`config.mk`:
```
export PLATFORM = sky130hd
export DESIGN_NAME = servo_pwm_flat
export DESIGN_NICKNAME = d
export VERILOG_FILES = /design/src/rtl/servo_pwm_if.sv /design/src/rtl/servo_pwm.sv /design/src/flat_wrapper.sv
export SDC_FILE = /design/constraint.sdc
export NUM_CORES = 1
export LEC_CHECK = 0
export CAP_MARGIN = 20
export CORE_ASPECT_RATIO = 0.8
export CORE_MARGIN = 4
export CORE_UTILIZATION = 45
export CTS_CLUSTER_SIZE = 8
export DETAILED_ROUTE_END_ITERATION = 16
export HOLD_SLACK_MARGIN = 0.05
export MAX_ROUTING_LAYER = met4
export PLACE_DENSITY = 0.64
export SETUP_SLACK_MARGIN = 0.1
export SYNTH_ARGS = -nofsm -noshare
export SYNTH_HDL_FRONTEND = slang
export SYNTH_SLANG_ARGS = --single-unit
```
`constraint.sdc`:
```
create_clock -name clk -period 4.7 [get_ports clk]
set_input_delay 0.94 -clock clk [delete_from_list [all_inputs] [get_ports clk]]
set_output_delay 0.94 -clock clk [all_outputs]
set_load 0.005 [all_outputs]
```
`src/rtl/servo_pwm_if.sv`:
```
// Position-command handshake between upstream logic and the servo PWM generator.
interface servo_pwm_if #(
  parameter int POS_W = 8
);
  logic [POS_W-1:0] pos_in;
  logic             pos_valid;
  logic             pos_ready;

  modport master (output pos_in, output pos_valid, input  pos_ready);
  modport slave  (input  pos_in, input  pos_valid, output pos_ready);
endinterface

```
`src/rtl/servo_pwm.sv`:
```
// 50 Hz hobby-servo PWM: pulse width proportional to the active position,
// new positions and enable applied only at frame boundaries.
module servo_pwm #(
  parameter int unsigned CLK_HZ   = 25_000_000,
  parameter int unsigned FRAME_US = 20000,
  parameter int unsigned MIN_US   = 1000,
  parameter int unsigned MAX_US   = 2000,
  parameter int unsigned POS_W    = 8
) (
  input  logic             clk,
  input  logic             rst,
  servo_pwm_if.slave       pos,
  input  logic             en,
  output logic             servo_pin,
  output logic             frame_start
);
  localparam int unsigned CYC_PER_US = CLK_HZ / 1_000_000;
  localparam int unsigned FRAME_CYC  = CYC_PER_US * FRAME_US;
  localparam int unsigned MIN_CYC    = CYC_PER_US * MIN_US;
  localparam int unsigned STEP_CYC   = (CYC_PER_US * (MAX_US - MIN_US)) / ((2 ** POS_W) - 1);
  localparam int unsigned CNT_W      = $clog2(FRAME_CYC);
  localparam int unsigned PROD_W     = CNT_W + POS_W;

  logic [CNT_W-1:0]  cnt;
  logic [POS_W-1:0]  active_pos;
  logic [POS_W-1:0]  pend_pos;
  logic              pend_full;
  logic              en_frame;
  logic              last;
  logic              accept;
  logic [PROD_W-1:0] width_cyc;

  always_comb begin
    last          = (cnt == CNT_W'(FRAME_CYC - 1));
    accept        = pos.pos_valid && !pend_full;
    pos.pos_ready = !pend_full;
    // Product kept CNT_W+POS_W wide so full scale can never wrap.
    width_cyc     = PROD_W'(MIN_CYC) + PROD_W'(active_pos) * PROD_W'(STEP_CYC);
  end

  always_ff @(posedge clk) begin
    if (rst) begin
      cnt         <= '0;
      active_pos  <= {1'b1, {(POS_W-1){1'b0}}};
      pend_pos    <= '0;
      pend_full   <= 1'b0;
      en_frame    <= 1'b0;
      servo_pin   <= 1'b0;
      frame_start <= 1'b0;
    end else begin
      cnt <= last ? '0 : cnt + CNT_W'(1);

      if (last) begin
        en_frame <= en;
        if (pend_full) begin
          active_pos <= pend_pos;
        end
      end

      // A full slot blocks accept, so a boundary transfer and a capture never collide.
      if (last && pend_full) begin
        pend_full <= 1'b0;
      end else if (accept) begin
        pend_pos  <= pos.pos_in;
        pend_full <= 1'b1;
      end

      servo_pin   <= en_frame && ({{POS_W{1'b0}}, cnt} < width_cyc);
      frame_start <= (cnt == '0);
    end
  end
endmodule

```
`src/flat_wrapper.sv`:
```
// flat-port wrapper written by rule: the top's interface ports become plain ports
module servo_pwm_flat 
#(
  parameter int unsigned CLK_HZ   = 25_000_000,
  parameter int unsigned FRAME_US = 20000,
  parameter int unsigned MIN_US   = 1000,
  parameter int unsigned MAX_US   = 2000,
  parameter int unsigned POS_W    = 8
)
  (clk, rst, en, servo_pin, frame_start, pos_pos_in, pos_pos_valid, pos_pos_ready);
  servo_pwm_if #(.POS_W(POS_W)) pos_i ();
  input  logic clk;
  input  logic rst;
  input  logic en;
  output logic servo_pin;
  output logic frame_start;
  input wire logic [$bits(pos_i.pos_in)-1:0] pos_pos_in;
  input wire logic [$bits(pos_i.pos_valid)-1:0] pos_pos_valid;
  output wire logic [$bits(pos_i.pos_ready)-1:0] pos_pos_ready;
  assign pos_i.pos_in = pos_pos_in;
  assign pos_i.pos_valid = pos_pos_valid;
  assign pos_pos_ready = pos_i.pos_ready;
  servo_pwm #(.CLK_HZ(CLK_HZ), .FRAME_US(FRAME_US), .MIN_US(MIN_US), .MAX_US(MAX_US), .POS_W(POS_W)) u_core (.clk(clk), .rst(rst), .pos(pos_i), .en(en), .servo_pin(servo_pin), .frame_start(frame_start));
endmodule
```
==> metrics.txt <==
vias in the first global route=about 1800; static leakage=about 1.4 nW; Least-Margin Pin Slew=approximately 0.88 ns; drt initial violations=between 90 and 100; Placement Setup Slack=0.6241 ns; Ant. Diodes=0; port bufs=14; DRT Wirelength=5006 um; largest cells by area after synthesis=dfxtp_1, ha_1, mux2i_1; PD cells=~230 nW/um^2; Tmin final=4.105 ns; site row count=24; RSZ-0062 raised after global routing=no; initial cell density of the core=between 40% and 50%; remaining antenna violation count=0; worst-path maximum fanout=5; vias=just under 2000; core area=roughly 5600 sq um; Area Overhead vs Synth=12.36%; Hold Crit Class=reg -> reg; cell total after placement=370; Post-CTS Hold Buffers=0; worst setup margin=0.5954 ns; worst hold stages=2; syn nets=~340; Cell variety after synth=41; initial antenna violation count=0; Synth Area per Inst=9.340 sq um; peak supply drop=roughly 0.17 mV; drt pass-1 iters=4; outcome=completed; Layout Cells excl Fill=around 380; final net count=359; final-report hold violation count=0; Setup crit start kind=register; post_cts resized=0; skew final=0.003310 ns; Crit path required time=~5 ns; Inserted Clock Buffers=5; num ports=15; Overall Global Routing Usage=15.07%; share of cells above drive strength 1=5.000%; post-layout util=between 50% and 60%; fin crit share=87.33%; Synth top area share=~29%; DP HPWL=~4000 um; Mapped Area=around 2700 sq um; leading area contributor after synthesis=dfxtp_1; CP Data Arrival Time=between 4 and 5 ns; max_cap viols=0; DRC=0; Worst-path clk slew=about 0.080 ns; R2R cell count=19; clk_lat worst skew=approximately 0.29 ns; CTS max path bufs=2; gr ovfl total=0; fin. max-slew vios=0; DIE WIDTH=between 90 and 100 um; CTS tree=done; htree depth=2; RePlAce Congestion=between 0.8 and 0.9; clock root buffer=clkbuf_8; endpoints failing setup=0; register bit total from synthesis=39; kind of critical path=reg -> reg; postcts setup bufs=0; Crit. End Element=register; pin count of the biggest net entering global routing=21; Slew headroom=about two fifths; average wire per standard cell=about 13 um; via/cell ratio=a little over 5; post-synthesis sequential area ratio=~29%; Final TNS setup=0 ns; global-route wire length before repair=between 8000 and 9000 um; Peak Freq=0.2436 GHz; Clock Sinks=39; die area=about 7200 sq um; synth warn=0; Post-Syn Instances=~280; die outline height=approximately 77 um
## power breakdown
part            total, W  internal, W  switching [W]
Sequential      0.000344     0.000338     0.00000604
Combinational  0.0000379    0.0000212      0.0000167
Clock           0.000300     0.000175       0.000125
## through the flow
stage | power (W) | hold slack, ns | instance area [sq um]
after global routing | 0.0007071 | 0.5183 | 2980
final | 0.0006818 | 0.4844 | 2980
after floorplan | 0.0003737 | 0.4407 | 2653
after detailed placement | 0.0003903 | 0.4700 | 2859
after CTS | 0.0006901 | 0.4931 | 2980
after global placement | 0.0003896 | 0.4656 | 2859
## kinds of logic (layout without fill, tap and decap cells)
logic type	count (synthesis)	in the layout	synth area share (%)
flops	39	39	29.43
xor+xnor	31	31	10.24
simple gates	104	104	20.85
mux	18	18	6.792
buf+inv	17	33	2.735
compound gates	27	27	6.462
fa+ha+maj	48	48	23.49
## layout make-up
| cell class | count | area, sq um |
|---|---|---|
| Clock buffer | 6 | 82.58 |
| Clock inverter | 2 | 38.79 |
| Multi-Input combinational cell | 228 | 1799 |
| Tap cell | 78 | 97.59 |
| Sequential cell | 39 | 780.7 |
| Fill cell | 533 | 2605 |
| Timing Repair Buffer | 14 | 140.1 |
| Inverter | 11 | 41.29 |
## worst max-delay path, cell delays in order, from the launching register on
cell	delay [ns]
dfxtp_1	0.41
ha_1	0.28
fa_1	0.47
ha_1	0.29
ha_1	0.16
inv_1	0.05
fa_1	0.40
nor2b_1	0.15
or3_1	0.12
a21oi_1	0.05
nor2_1	0.25
nand3_1	0.13
xor2_1	0.17
ha_1	0.30
a21o_1	0.17
a21oi_1	0.14
nor2b_1	0.06
o21ai_0	0.14
nand4b_1	0.11
a31oi_1	0.17
## cell usage after synthesis
master,instances
ha_1,45
nor2_1,43
dfxtp_1,39
mux2i_1,18
xor2_1,16
xnor2_1,15
nand3_1,12
inv_1,11
nand2_1,11
a21oi_1,9
a21o_1,8
nand4_1,7
nor2b_1,5
o21ai_0,4
and4_1,3
clkbuf_1,3
fa_1,3
nand2b_1,3
a31oi_1,2
and2_1,2
buf_4,2
nor3b_1,2
nor4_1,2
nor4_2,2
a211oi_1,1
a41oi_1,1
and3_1,1
clkbuf_2,1
nand2_2,1
nand3_2,1
nand4b_1,1
nor3_1,1
nor3_2,1
nor4_4,1
nor4b_1,1
o311a_1,1
o31ai_1,1
or2_1,1
or2_2,1
or3_1,1
or4b_1,1
## registers in the layout, summed over array words and instances, names as in the netlist
| name | cells |
|---|---|
| u_core.cnt | 19 |
| u_core.servo_pin | 1 |
| u_core.pend_full | 1 |
| u_core.en_frame | 1 |
| u_core.pend_pos | 8 |
| u_core.active_pos | 8 |
| u_core.frame_start | 1 |
## metal layers
metal	GRT usage, %	up-vias	share of wire (%)
li1	-	1021	-
met1	22.06	901	54
met2	20.55	24	40
met3	3.033	10	3.4
met4	4.906	0	1.7
met5	-	-	0
## cells in the final DEF (no fill, tap or decap), types with 9 or more instances in the layout
| cell | instances |
|---|---|
| clkdlybuf4s50_1 | 14 |
| dfxtp_1 | 39 |
| inv_1 | 11 |
| ha_1 | 45 |
| mux2i_1 | 18 |
| xnor2_1 | 15 |
| a21oi_1 | 9 |
| nand3_1 | 12 |
| xor2_1 | 16 |
| nor2_1 | 43 |
| nand2_1 | 11 |
## worst paths after layout
path | startpoint | end | slack (ns)
setup / recovery | u_core.active_pos[2] | u_core.servo_pin | 0.60
hold / removal | u_core.pend_pos[7] | u_core.active_pos[7] | 0.48
setup reg to reg | u_core.active_pos[2] | u_core.servo_pin | 0.60
hold reg to reg | u_core.pend_pos[7] | u_core.active_pos[7] | 0.48
Note: power is estimated with default switching activity, not from simulation.
